$ cat src/rtl/vga_scanout_if.sv
// Frame-buffer read bus and video output bundle for the VGA scan-out block.
interface vga_scanout_if;
    logic [9:0] vga_row;
    logic [9:0] vga_col;
    logic [7:0] vga_data;
    logic [7:0] vga_pix;
    logic       vga_de;
    logic       vga_hsync;
    logic       vga_vsync;
    logic       vblank;
    logic       frame_start;

    modport master (
        output vga_row, vga_col, vga_pix, vga_de, vga_hsync, vga_vsync, vblank, frame_start,
        input  vga_data
    );

    modport slave (
        input  vga_row, vga_col, vga_pix, vga_de, vga_hsync, vga_vsync, vblank, frame_start,
        output vga_data
    );
endinterface

$ cat src/rtl/vga_scanout.sv
// VGA 640x480@60 scan-out of the NES frame buffer: timing generation, 2x-scaled
// address generation into the frame buffer and a registered pixel stream aligned
// with hsync/vsync/de.
module vga_scanout #(
    parameter int CLK_DIV  = 2,
    parameter int RD_LAT   = 1,
    parameter int H_OFFSET = 64
) (
    input  logic          clk,
    input  logic          rst,
    vga_scanout_if.master vga
);

    localparam int DIV_W = (CLK_DIV > 1) ? $clog2(CLK_DIV) : 1;
    localparam logic [DIV_W-1:0] DIV_LAST = DIV_W'(CLK_DIV - 1);

    localparam logic [9:0] H_VIS   = 10'd640;
    localparam logic [9:0] H_SYNC0 = 10'd656;
    localparam logic [9:0] H_SYNC1 = 10'd751;
    localparam logic [9:0] H_LAST  = 10'd799;
    localparam logic [9:0] V_VIS   = 10'd480;
    localparam logic [9:0] V_SYNC0 = 10'd490;
    localparam logic [9:0] V_SYNC1 = 10'd491;
    localparam logic [9:0] V_LAST  = 10'd524;
    localparam logic [9:0] IMG_H0  = 10'(H_OFFSET);
    localparam logic [9:0] IMG_H1  = 10'(H_OFFSET + 512);
    localparam logic [9:0] NO_ADDR = 10'h3FF;

    // The stage-B capture relies on the memory having answered within one pixel period.
    if (CLK_DIV <= RD_LAT) begin : g_lat_check
        $error("vga_scanout: CLK_DIV must exceed RD_LAT");
    end

    function automatic logic in_image(input logic [9:0] h, input logic [9:0] v);
        return (v < V_VIS) && (h >= IMG_H0) && (h < IMG_H1);
    endfunction

    function automatic logic [9:0] img_row(input logic [9:0] v);
        return v >> 1;
    endfunction

    function automatic logic [9:0] img_col(input logic [9:0] h);
        return (h - IMG_H0) >> 1;
    endfunction

    logic [DIV_W-1:0] div_cnt;
    logic             pix_en;
    logic [9:0]       h_cnt;
    logic [9:0]       v_cnt;

    logic in_img_p0;
    logic de_p0;
    logic hs_p0;
    logic vs_p0;

    logic img_p1;
    logic de_p1;
    logic hs_p1;
    logic vs_p1;

    assign pix_en = (div_cnt == DIV_LAST);

    // Pixel-rate divider: pix_en once every CLK_DIV system clocks.
    always_ff @(posedge clk) begin
        if (rst) begin
            div_cnt <= '0;
        end else if (pix_en) begin
            div_cnt <= '0;
        end else begin
            div_cnt <= div_cnt + 1'b1;
        end
    end

    // Raster position counters, advancing once per pixel.
    always_ff @(posedge clk) begin
        if (rst) begin
            h_cnt <= '0;
            v_cnt <= '0;
        end else if (pix_en) begin
            if (h_cnt == H_LAST) begin
                h_cnt <= '0;
                v_cnt <= (v_cnt == V_LAST) ? 10'd0 : v_cnt + 10'd1;
            end else begin
                h_cnt <= h_cnt + 10'd1;
            end
        end
    end

    // ---- stage p0: decode of the current raster position ----
    always_comb begin
        in_img_p0 = in_image(h_cnt, v_cnt);
        de_p0     = (h_cnt < H_VIS) && (v_cnt < V_VIS);
        hs_p0     = !((h_cnt >= H_SYNC0) && (h_cnt <= H_SYNC1));
        vs_p0     = !((v_cnt >= V_SYNC0) && (v_cnt <= V_SYNC1));
    end

    // ---- stage p1: frame-buffer address issue and aligned control ----
    // Address and control registers load only on pix_en so the read address stays stable.
    always_ff @(posedge clk) begin
        if (rst) begin
            vga.vga_row <= NO_ADDR;
            vga.vga_col <= NO_ADDR;
            img_p1      <= 1'b0;
            de_p1       <= 1'b0;
            hs_p1       <= 1'b1;
            vs_p1       <= 1'b1;
            vga.vblank  <= 1'b0;
        end else if (pix_en) begin
            vga.vga_row <= in_img_p0 ? img_row(v_cnt) : NO_ADDR;
            vga.vga_col <= in_img_p0 ? img_col(h_cnt) : NO_ADDR;
            img_p1      <= in_img_p0;
            de_p1       <= de_p0;
            hs_p1       <= hs_p0;
            vs_p1       <= vs_p0;
            vga.vblank  <= (v_cnt >= V_VIS);
        end
    end

    // One-clock frame marker, raised by the pix_en that samples position (0,0).
    always_ff @(posedge clk) begin
        if (rst) begin
            vga.frame_start <= 1'b0;
        end else begin
            vga.frame_start <= pix_en && (h_cnt == 10'd0) && (v_cnt == 10'd0);
        end
    end

    // ---- stage p2: pixel capture; borders and blanking forced to index 0 ----
    always_ff @(posedge clk) begin
        if (rst) begin
            vga.vga_pix   <= 8'h00;
            vga.vga_de    <= 1'b0;
            vga.vga_hsync <= 1'b1;
            vga.vga_vsync <= 1'b1;
        end else if (pix_en) begin
            vga.vga_pix   <= img_p1 ? vga.vga_data : 8'h00;
            vga.vga_de    <= de_p1;
            vga.vga_hsync <= hs_p1;
            vga.vga_vsync <= vs_p1;
        end
    end

endmodule

$ cat src/flat_wrapper.sv
// flat-port wrapper written by rule: the top's interface ports become plain ports
module vga_scanout_flat 
#(
    parameter int CLK_DIV  = 2,
    parameter int RD_LAT   = 1,
    parameter int H_OFFSET = 64
)
  (clk, rst, vga_vga_row, vga_vga_col, vga_vga_pix, vga_vga_de, vga_vga_hsync, vga_vga_vsync, vga_vblank, vga_frame_start, vga_vga_data);
  vga_scanout_if vga_i ();
  input  logic clk;
  input  logic rst;
  output wire logic [$bits(vga_i.vga_row)-1:0] vga_vga_row;
  output wire logic [$bits(vga_i.vga_col)-1:0] vga_vga_col;
  output wire logic [$bits(vga_i.vga_pix)-1:0] vga_vga_pix;
  output wire logic [$bits(vga_i.vga_de)-1:0] vga_vga_de;
  output wire logic [$bits(vga_i.vga_hsync)-1:0] vga_vga_hsync;
  output wire logic [$bits(vga_i.vga_vsync)-1:0] vga_vga_vsync;
  output wire logic [$bits(vga_i.vblank)-1:0] vga_vblank;
  output wire logic [$bits(vga_i.frame_start)-1:0] vga_frame_start;
  input wire logic [$bits(vga_i.vga_data)-1:0] vga_vga_data;
  assign vga_vga_row = vga_i.vga_row;
  assign vga_vga_col = vga_i.vga_col;
  assign vga_vga_pix = vga_i.vga_pix;
  assign vga_vga_de = vga_i.vga_de;
  assign vga_vga_hsync = vga_i.vga_hsync;
  assign vga_vga_vsync = vga_i.vga_vsync;
  assign vga_vblank = vga_i.vblank;
  assign vga_frame_start = vga_i.frame_start;
  assign vga_i.vga_data = vga_vga_data;
  vga_scanout #(.CLK_DIV(CLK_DIV), .RD_LAT(RD_LAT), .H_OFFSET(H_OFFSET)) u_core (.clk(clk), .rst(rst), .vga(vga_i));
endmodule
$ cat config.mk
export PLATFORM = sky130hd
export DESIGN_NAME = vga_scanout_flat
export DESIGN_NICKNAME = d
export VERILOG_FILES = /design/src/rtl/vga_scanout_if.sv /design/src/rtl/vga_scanout.sv /design/src/flat_wrapper.sv
export SDC_FILE = /design/constraint.sdc
export NUM_CORES = 1
export LEC_CHECK = 0
export CAP_MARGIN = 20
export CORE_ASPECT_RATIO = 1.2
export CORE_MARGIN = 2
export CORE_UTILIZATION = 45
export CTS_BUF_LIST = sky130_fd_sc_hd__clkbuf_2 sky130_fd_sc_hd__clkbuf_4 sky130_fd_sc_hd__clkbuf_8
export CTS_CLUSTER_SIZE = 24
export DETAILED_ROUTE_END_ITERATION = 8
export PLACE_DENSITY = 0.7
export SYNTH_ARGS = -nofsm -noshare
export SYNTH_HDL_FRONTEND = slang
export SYNTH_SLANG_ARGS = --single-unit
$ cat constraint.sdc
create_clock -name clk -period 5.65 [get_ports clk]
set_clock_uncertainty 0.2 [all_clocks]
set_input_delay 1.13 -clock clk [delete_from_list [all_inputs] [get_ports clk]]
set_output_delay 1.13 -clock clk [all_outputs]
set_load 0.005 [all_outputs]
# == Word-level counts from Yosys, hierarchy flattened ==
# Cells that the tools add are included.
# op_classes
add_sub_neg,4
order_cmp,9
n_eq_ne,2
muxes,5
n_reduce_logical,13
# ops
cell,n
2-to-1 mux 10 bit,4
"adder 10 x 1 -> 10 bit, second input constant",2
"equality test 10 bit, second input constant",2
"greater-or-equal comparator 10 x 9 -> 1 bit, second input constant",2
zero test 10 bit,2
"< comparator 10 bit, second input constant",2
"greater-or-equal comparator 10 bit, second input constant",1
"greater-or-equal comparator 10 x 7 -> 1 bit, second input constant",1
"less-or-equal comparator 10 bit, second input constant",1
"less-or-equal comparator 10 x 9 -> 1 bit, second input constant",1
"< comparator 10 x 9 -> 1 bit, second input constant",1
"subtractor 10 x 7 -> 10 bit, second input constant",1
2-to-1 mux 8 bit,1
logical AND 1 bit,7
zero test 1 bit,2
AND reduction 2 bit,1
OR reduction 2 bit,1
"adder 1 bit, second input constant",1
# word_totals
ff_bits,58
output_inout_bits,33

# == Longest topological paths before layout ==
# Gate-level depths: netlist of run 1.
# depth
ltp_word,4
ltp_mapped,7
ltp_nobuf,6

# == Least setup slack after synthesis of run 1 ==
# Ideal clock, no wire load.
# synth_timing
kind,input port to flip-flop
start,input rst
end,register u_core.vga.vga_col[7]
arrival_ns,2.261
setup_slack_ns,3.129
stages,5
path_cell_list,clkbuf_1 or2_2 clkbuf_1 buf_1 o32a_1
# synth_lines
element,line_no,text
from (decl),flat_wrapper.sv:11,input logic rst;
to (signal assigned),vga_scanout.sv:110,vga.vga_col <= in_img_p0 ? img_col(h_cnt) : NO_ADDR;
to (decl),vga_scanout_if.sv:14,"output vga_row, vga_col, vga_pix, vga_de, vga_hsync, vga_vsync, vblank, frame_start,"

==> results.toml, run 1 <==
[run_status]
status = "finished clean"

[layout]
design_area_um2 = 3110
area.growth.synth_to_final_pct = 26.2
drive_above_1_share_pct = 7.05
final_cells = 374
fillers = 496
num_antenna_cells = 0
nets = 326

[route]
wl_met3_um = 214
drcViolationCount = 0
via_count = 2041
firstDrtPassIters = 4
ant_nets = 0
dr_wl_met2_mm = 2.62
drt-initial-drc-count = 126
detail_route.vias_per_cell = 5.46
highest-signal-layer = "met4"
wl_met1_mm = 2.26
drt_wl_total_mm = 5.20
wl_per_cell_um = 13.9

[logic_synthesis]
seq_area_frac_synth_pct = 46.3
synth_mux_area_share_pct = 1.22
synth_most_common_cell = "dfxtp_1"
synth_compound_area_share_pct = 14.4
yosysTopAreaCellShare_pct = 46.3
synthAdderAreaFrac_pct = 4.57
avgSynthCellArea_um2 = 9.06
synth_xor_area_share_pct = 5.69
synth-seq-cells = 57
synth_fp_nets = 291
synthTopCellsByCount = "dfxtp_1 (57), nor2_1 (33), a21oi_1 (15)"
ys_types = 42
synth.largest_area_cell = "dfxtp_1"
syn_area_um2 = 2460
post_synth_and_or_nand_nor_area_fraction_pct = 22.1
ys.flop_type = "dfxtp_1"
synthTopCellsByArea = "dfxtp_1 (46%), nor2_1 (5.0%), o22a_1 (5.0%)"
syn-instance-count = 272
synth_top_family_by_area = "simple AND/OR/NAND/NOR gates"
synth_edf_count = 0
ys_async_sr_fraction_pct = 0
yosysWarnings = 0

[power_and_ir_drop]
peakVddDrop_v = 0.000176
p_leak_nw = 1.16
p_per_area_nw_per_um2 = 280

[sta]
fmax_mhz = 308
slew_headroom_pct = 37.6
hold_viol = 0
min_period_ns = 3.24
rsz0062_at_grt = "no"
slew_violations = 0
setup_violations = 0
tightestPinTransition_ns = 0.937
period_share_pct = 57.4
fin_tns_setup_ns = 0

[min_path]
hp-class = "register to register"
worstHoldPathCells = 2

[grt]
grt_pass1_vias = 1970
grt_overflow_total = 0
grt_first_pass_wirelength_mm = 8.83
grt_max_degree = 32
grt.total_usage_pct = 18.6
antenna_found_initial = 0

[setup_path]
cp.required_ns = 5.68
cp.depth = 4
crit_family = "compound AO/OA/AOI/OAI gates"
rr_worst_depth = 6
worstPathArrival_ns = 3.27
path_buf_inv = 2
critPathLaunchType = "input pin"
max_stage_delay_ns = 0.73
crit_slowest_cell = "clkdlybuf4s50_1"
end_kind = "register"
criticalPathCategory = "input pin to register"
crit_fanout = 18
cp_cell_sequence = "clkdlybuf4s50_1, clkinv_1, o2111ai_2, o32a_1"

[run]
drv_cap = 0

[clock_tree]
cts_buffer_depth = 2
cts.sinks = 57
ctsHoldBuffers = 0
clockRootBuffer = "clkbuf_8"
cts_resized = 0
cts_tree = "done"
clk_pin_slew_ns = 0.06
clock_latency_ns = 0.34
htreeDepth = 3
cts_setup_buffers = 0
numCtsBuffers = 9

[place]
dp_hpwl_mm = 3.50
port_buffers = 42
placedCellCount = 358
gp_congestion = 0.837
dpl-instance-area_um2 = 2880

[die]
core_um2 = 5300
ioPinCount = 43
die_y_um = 85.1
die_area_um2 = 6090
rows = 29
initial_core_util_pct = 46.5
fp.dieW_um = 71.6
kinds of logic (layout without fill, tap and decap cells):
kind of cell / after synthesis / in the layout
DFF: 57 / 57
xor gates and xnor gates: 16 / 16
muxes: 3 / 3
and+or+nand+nor: 104 / 104
adders and majority gates: 9 / 9
buffers and inverters: 33 / 73
AOI/OAI and AO/OA: 50 / 50
path summary, 6_finish.rpt:
path,from,slack [ns],to
setup / recovery,rst,2.41,u_core.vga.vga_col[7]$_SDFFE_PP1P_
setup reg to reg,u_core.h_cnt[6]$_SDFFE_PP0P_,2.89,u_core.vga.vga_col[7]$_SDFFE_PP1P_
hold reg to reg,u_core.img_p1$_SDFFE_PP0P_,0.25,u_core.img_p1$_SDFFE_PP0P_
hold / removal,u_core.img_p1$_SDFFE_PP0P_,0.25,u_core.img_p1$_SDFFE_PP0P_
worst reg2reg max path, delay by kind of cell (launching register included):
kind | cells | cell delay (ns)
flip-flops | 1 | 0.44
adder cells (fa/ha/maj) | 1 | 0.29
AO/OA/AOI/OAI | 2 | 1.08
buffers and inverters | 1 | 0.12
XOR/XNOR | 1 | 0.34
AND/OR/NAND/NOR | 1 | 0.18
stage by stage:
step / power, mW / hold WS [ns] / worst slack (ns) / utilization, %
after floorplan: 0.435 / 0.215 / 3.13 / -
after global placement: 0.449 / 0.225 / 2.09 / 54.4
after detailed placement: 0.449 / 0.238 / 2.05 / 54.4
after CTS: 0.884 / 0.248 / 2.40 / 58.7
after global routing: 0.903 / 0.264 / 2.24 / 58.7
final: 0.872 / 0.248 / 2.41 / 58.7
per-layer routing:
metal,vias up,GRT usage [%]
met3,11,6.06
li1,1019,-
met4,0,8.06
met1,964,21.8
met5,-,0
met2,47,31.0
registers in the layout, indices dropped and copies added, names as in the netlist:
| name | flops |
|---|---|
| u_core.h_cnt | 10 |
| u_core.v_cnt | 10 |
| u_core.vga.vga_col | 10 |
| u_core.vga.vga_row | 9 |
| u_core.vga.vga_pix | 8 |
| u_core.de_p1 | 1 |
| u_core.div_cnt | 1 |
| u_core.hs_p1 | 1 |
| u_core.img_p1 | 1 |
| u_core.vga.frame_start | 1 |
| u_core.vga.vblank | 1 |
| u_core.vga.vga_de | 1 |
| u_core.vga.vga_hsync | 1 |
| u_core.vga.vga_vsync | 1 |
| u_core.vs_p1 | 1 |
cell type report:
class	count	area (µm²)	area share, %
clock buffers	11	151	4.87
inverters	14	52.6	1.69
repair buffers	43	428	13.8
multi-input cells	182	1180	38.0
clock inverters	5	77.6	2.49
well taps	62	77.6	2.49
flip-flops and latches	57	1140	36.7
power by group:
part	switching (mW)	leakage, nW	total [mW]	internal, mW
clock	0.161	0.115	0.432	0.270
combinational	0.0174	0.584	0.0313	0.0139
sequential	0.00308	0.461	0.409	0.405
layout by cell type (no fill, tap or decap), drive strengths merged, types with 2 or more instances in the layout:
| cell | n |
|---|---|
| dfxtp | 57 |
| bufinv | 2 |
| nand2 | 13 |
| and3 | 2 |
| o31ai | 2 |
| nor4 | 7 |
| inv | 13 |
| ha | 9 |
| nand2b | 2 |
| o32a | 2 |
| o21ai | 8 |
| o2111ai | 2 |
| clkdlybuf4s50 | 42 |
| or3 | 3 |
| nand4 | 9 |
| nor3 | 5 |
| o21a | 2 |
| a21oi | 15 |
| o22a | 14 |
| xor2 | 4 |
| o211a | 2 |
| mux2i | 3 |
| xnor2 | 12 |
| nor2b | 11 |
| clkbuf | 11 |
| nand3 | 12 |
| clkinv | 3 |
| nor2 | 33 |
| or4 | 3 |
(Power assumes the default switching activity.)
==> inputs of run 2 (changes only) <==
clock period = 3.3 ns   (was 5.65 ns; I/O delays follow)
==> run 2 against run 1 <==
Worst setup slack worse by 1.6 ns. Routed wire length rose by 3.8%. Count of clock-buffer cells in the layout rose by 1. Sequential share of layout area is 0.18 points higher. Critical path type is now register to register.
==> results.toml, run 2 (synthesis gave the netlist of run 1 again) <==
[run_status]
status = "finished clean"

[setup_path]
worstPathArrival_ns = 2.50
cp_cell_sequence = "ha_1, nand4_2, or3_1, o21ai_1, nor2_1"
crit_fanout = 11
max_stage_delay_ns = 0.56
crit_slowest_cell = "or3_1"
cp.required_ns = 3.31
critPathLaunchType = "register"
criticalPathCategory = "register to register"
end_kind = "register"

[route]
drt_wl_total_mm = 5.40
via_count = 2017
drt-initial-drc-count = 92
detail_route.vias_per_cell = 5.38
firstDrtPassIters = 4
ant_nets = 0
wl_per_cell_um = 14.4
drcViolationCount = 0

[layout]
design_area_um2 = 3100
final_common_cell = "dfxtp_1"
final_cells = 375
final_cell_mix = "dfxtp_1 (57), clkdlybuf4s50_1 (42), nor2_1 (33), a21oi_1 (15), o22a_1 (14)"
num_antenna_cells = 0
nets = 328
fillers = 487
area.growth.synth_to_final_pct = 25.6
drive_above_1_share_pct = 7.35
largestRegisters = "u_core.h_cnt: 10 flops, u_core.v_cnt: 10 flops, u_core.vga.vga_col: 10 flops"
post-route-util_pct = 58.4

[grt]
top_usage_layer = "met2"
grt_util_met2_pct = 30.6
use_met3_pct = 4.16
grt_pass1_vias = 2037
grt_first_pass_wirelength_mm = 9.17
grt.total_usage_pct = 19.4
grt_overflow_total = 0
use_met1_pct = 23.4
antenna_found_initial = 0
grt_max_degree = 32

[place]
port_buffers = 42
dp_hpwl_mm = 3.69
dpl-instance-area_um2 = 2900
post-place-ws_ns = 0.815
gp_congestion = 0.822
placedCellCount = 360

[clock_tree]
cts_buffer_depth = 2
clk_pin_slew_ns = 0.06
cts_resized = 0
clockRootBuffer = "clkbuf_8"
cts_tree = "done"
ctsHoldBuffers = 0
numCtsBuffers = 9
cts.sinks = 57
htreeDepth = 3
cts_setup_buffers = 0
clock_latency_ns = 0.34

[die]
ioPinCount = 43
die_y_um = 85.1
die_area_um2 = 6090
initial_core_util_pct = 46.5
fp.dieW_um = 71.6
core_um2 = 5300
rows = 29

[sta]
fmax_mhz = 400
tightestPinTransition_ns = 0.560
whs_ns = 0.244
setup_violations = 0
hold_viol = 0
slew_violations = 0
min_period_ns = 2.50
period_share_pct = 75.7
setup_ws_ns = 0.802
slew_headroom_pct = 62.4
fin_tns_setup_ns = 0
rsz0062_at_grt = "no"

[run]
drv_cap = 0

[min_path]
hp-class = "register to register"

[power_and_ir_drop]
peakVddDrop_v = 0.000321
p_leak_nw = 1.16
power_mw = 1.41
p_per_area_nw_per_um2 = 456
[run 2: layout make-up]
cell class | instances | area (µm²) | area share [%]
Clock buffer | 12 | 159 | 5.13
Clock inverter | 3 | 40.0 | 1.29
Inverter | 14 | 52.6 | 1.70
Multi-Input combinational cell | 182 | 1180 | 38.2
Sequential cell | 57 | 1140 | 36.9
Tap cell | 62 | 77.6 | 2.51
Timing Repair Buffer | 45 | 443 | 14.3
[run 2: worst max-delay path, delay by kind of cell, from the launching register on]
kind / cells / cell delay [ns]
and+or+nand+nor: 3 / 0.99
AOI/OAI and AO/OA: 1 / 0.50
DFF: 1 / 0.43
adders and majority gates: 1 / 0.25
[run 2: path summary, 6_finish.rpt]
path	startpoint	endpoint	slack, ns	depth (start not counted)
min	u_core.img_p1$_SDFFE_PP0P_	u_core.img_p1$_SDFFE_PP0P_	0.24	2
min reg2reg	u_core.img_p1$_SDFFE_PP0P_	u_core.img_p1$_SDFFE_PP0P_	0.24	2
max	u_core.h_cnt[1]$_SDFFE_PP0P_	u_core.v_cnt[3]$_SDFFE_PP0P_	0.80	5
max reg2reg	u_core.h_cnt[1]$_SDFFE_PP0P_	u_core.v_cnt[3]$_SDFFE_PP0P_	0.80	5
[run 2: routing by layer]
| layer | vias to the layer above | share of wire [%] |
|---|---|---|
| li1 | 1019 | - |
| met1 | 928 | 44 |
| met2 | 54 | 49 |
| met3 | 16 | 3.7 |
| met4 | 0 | 3.5 |
| met5 | - | 0 |
[run 2: report_power, final]
| part | total, mW | switching, mW | internal (mW) |
|---|---|---|---|
| Clock | 0.657 | 0.266 | 0.391 |
| Combinational | 0.0557 | 0.0309 | 0.0248 |
| Sequential | 0.700 | 0.00529 | 0.694 |
| Total | 1.41 | 0.302 | 1.11 |
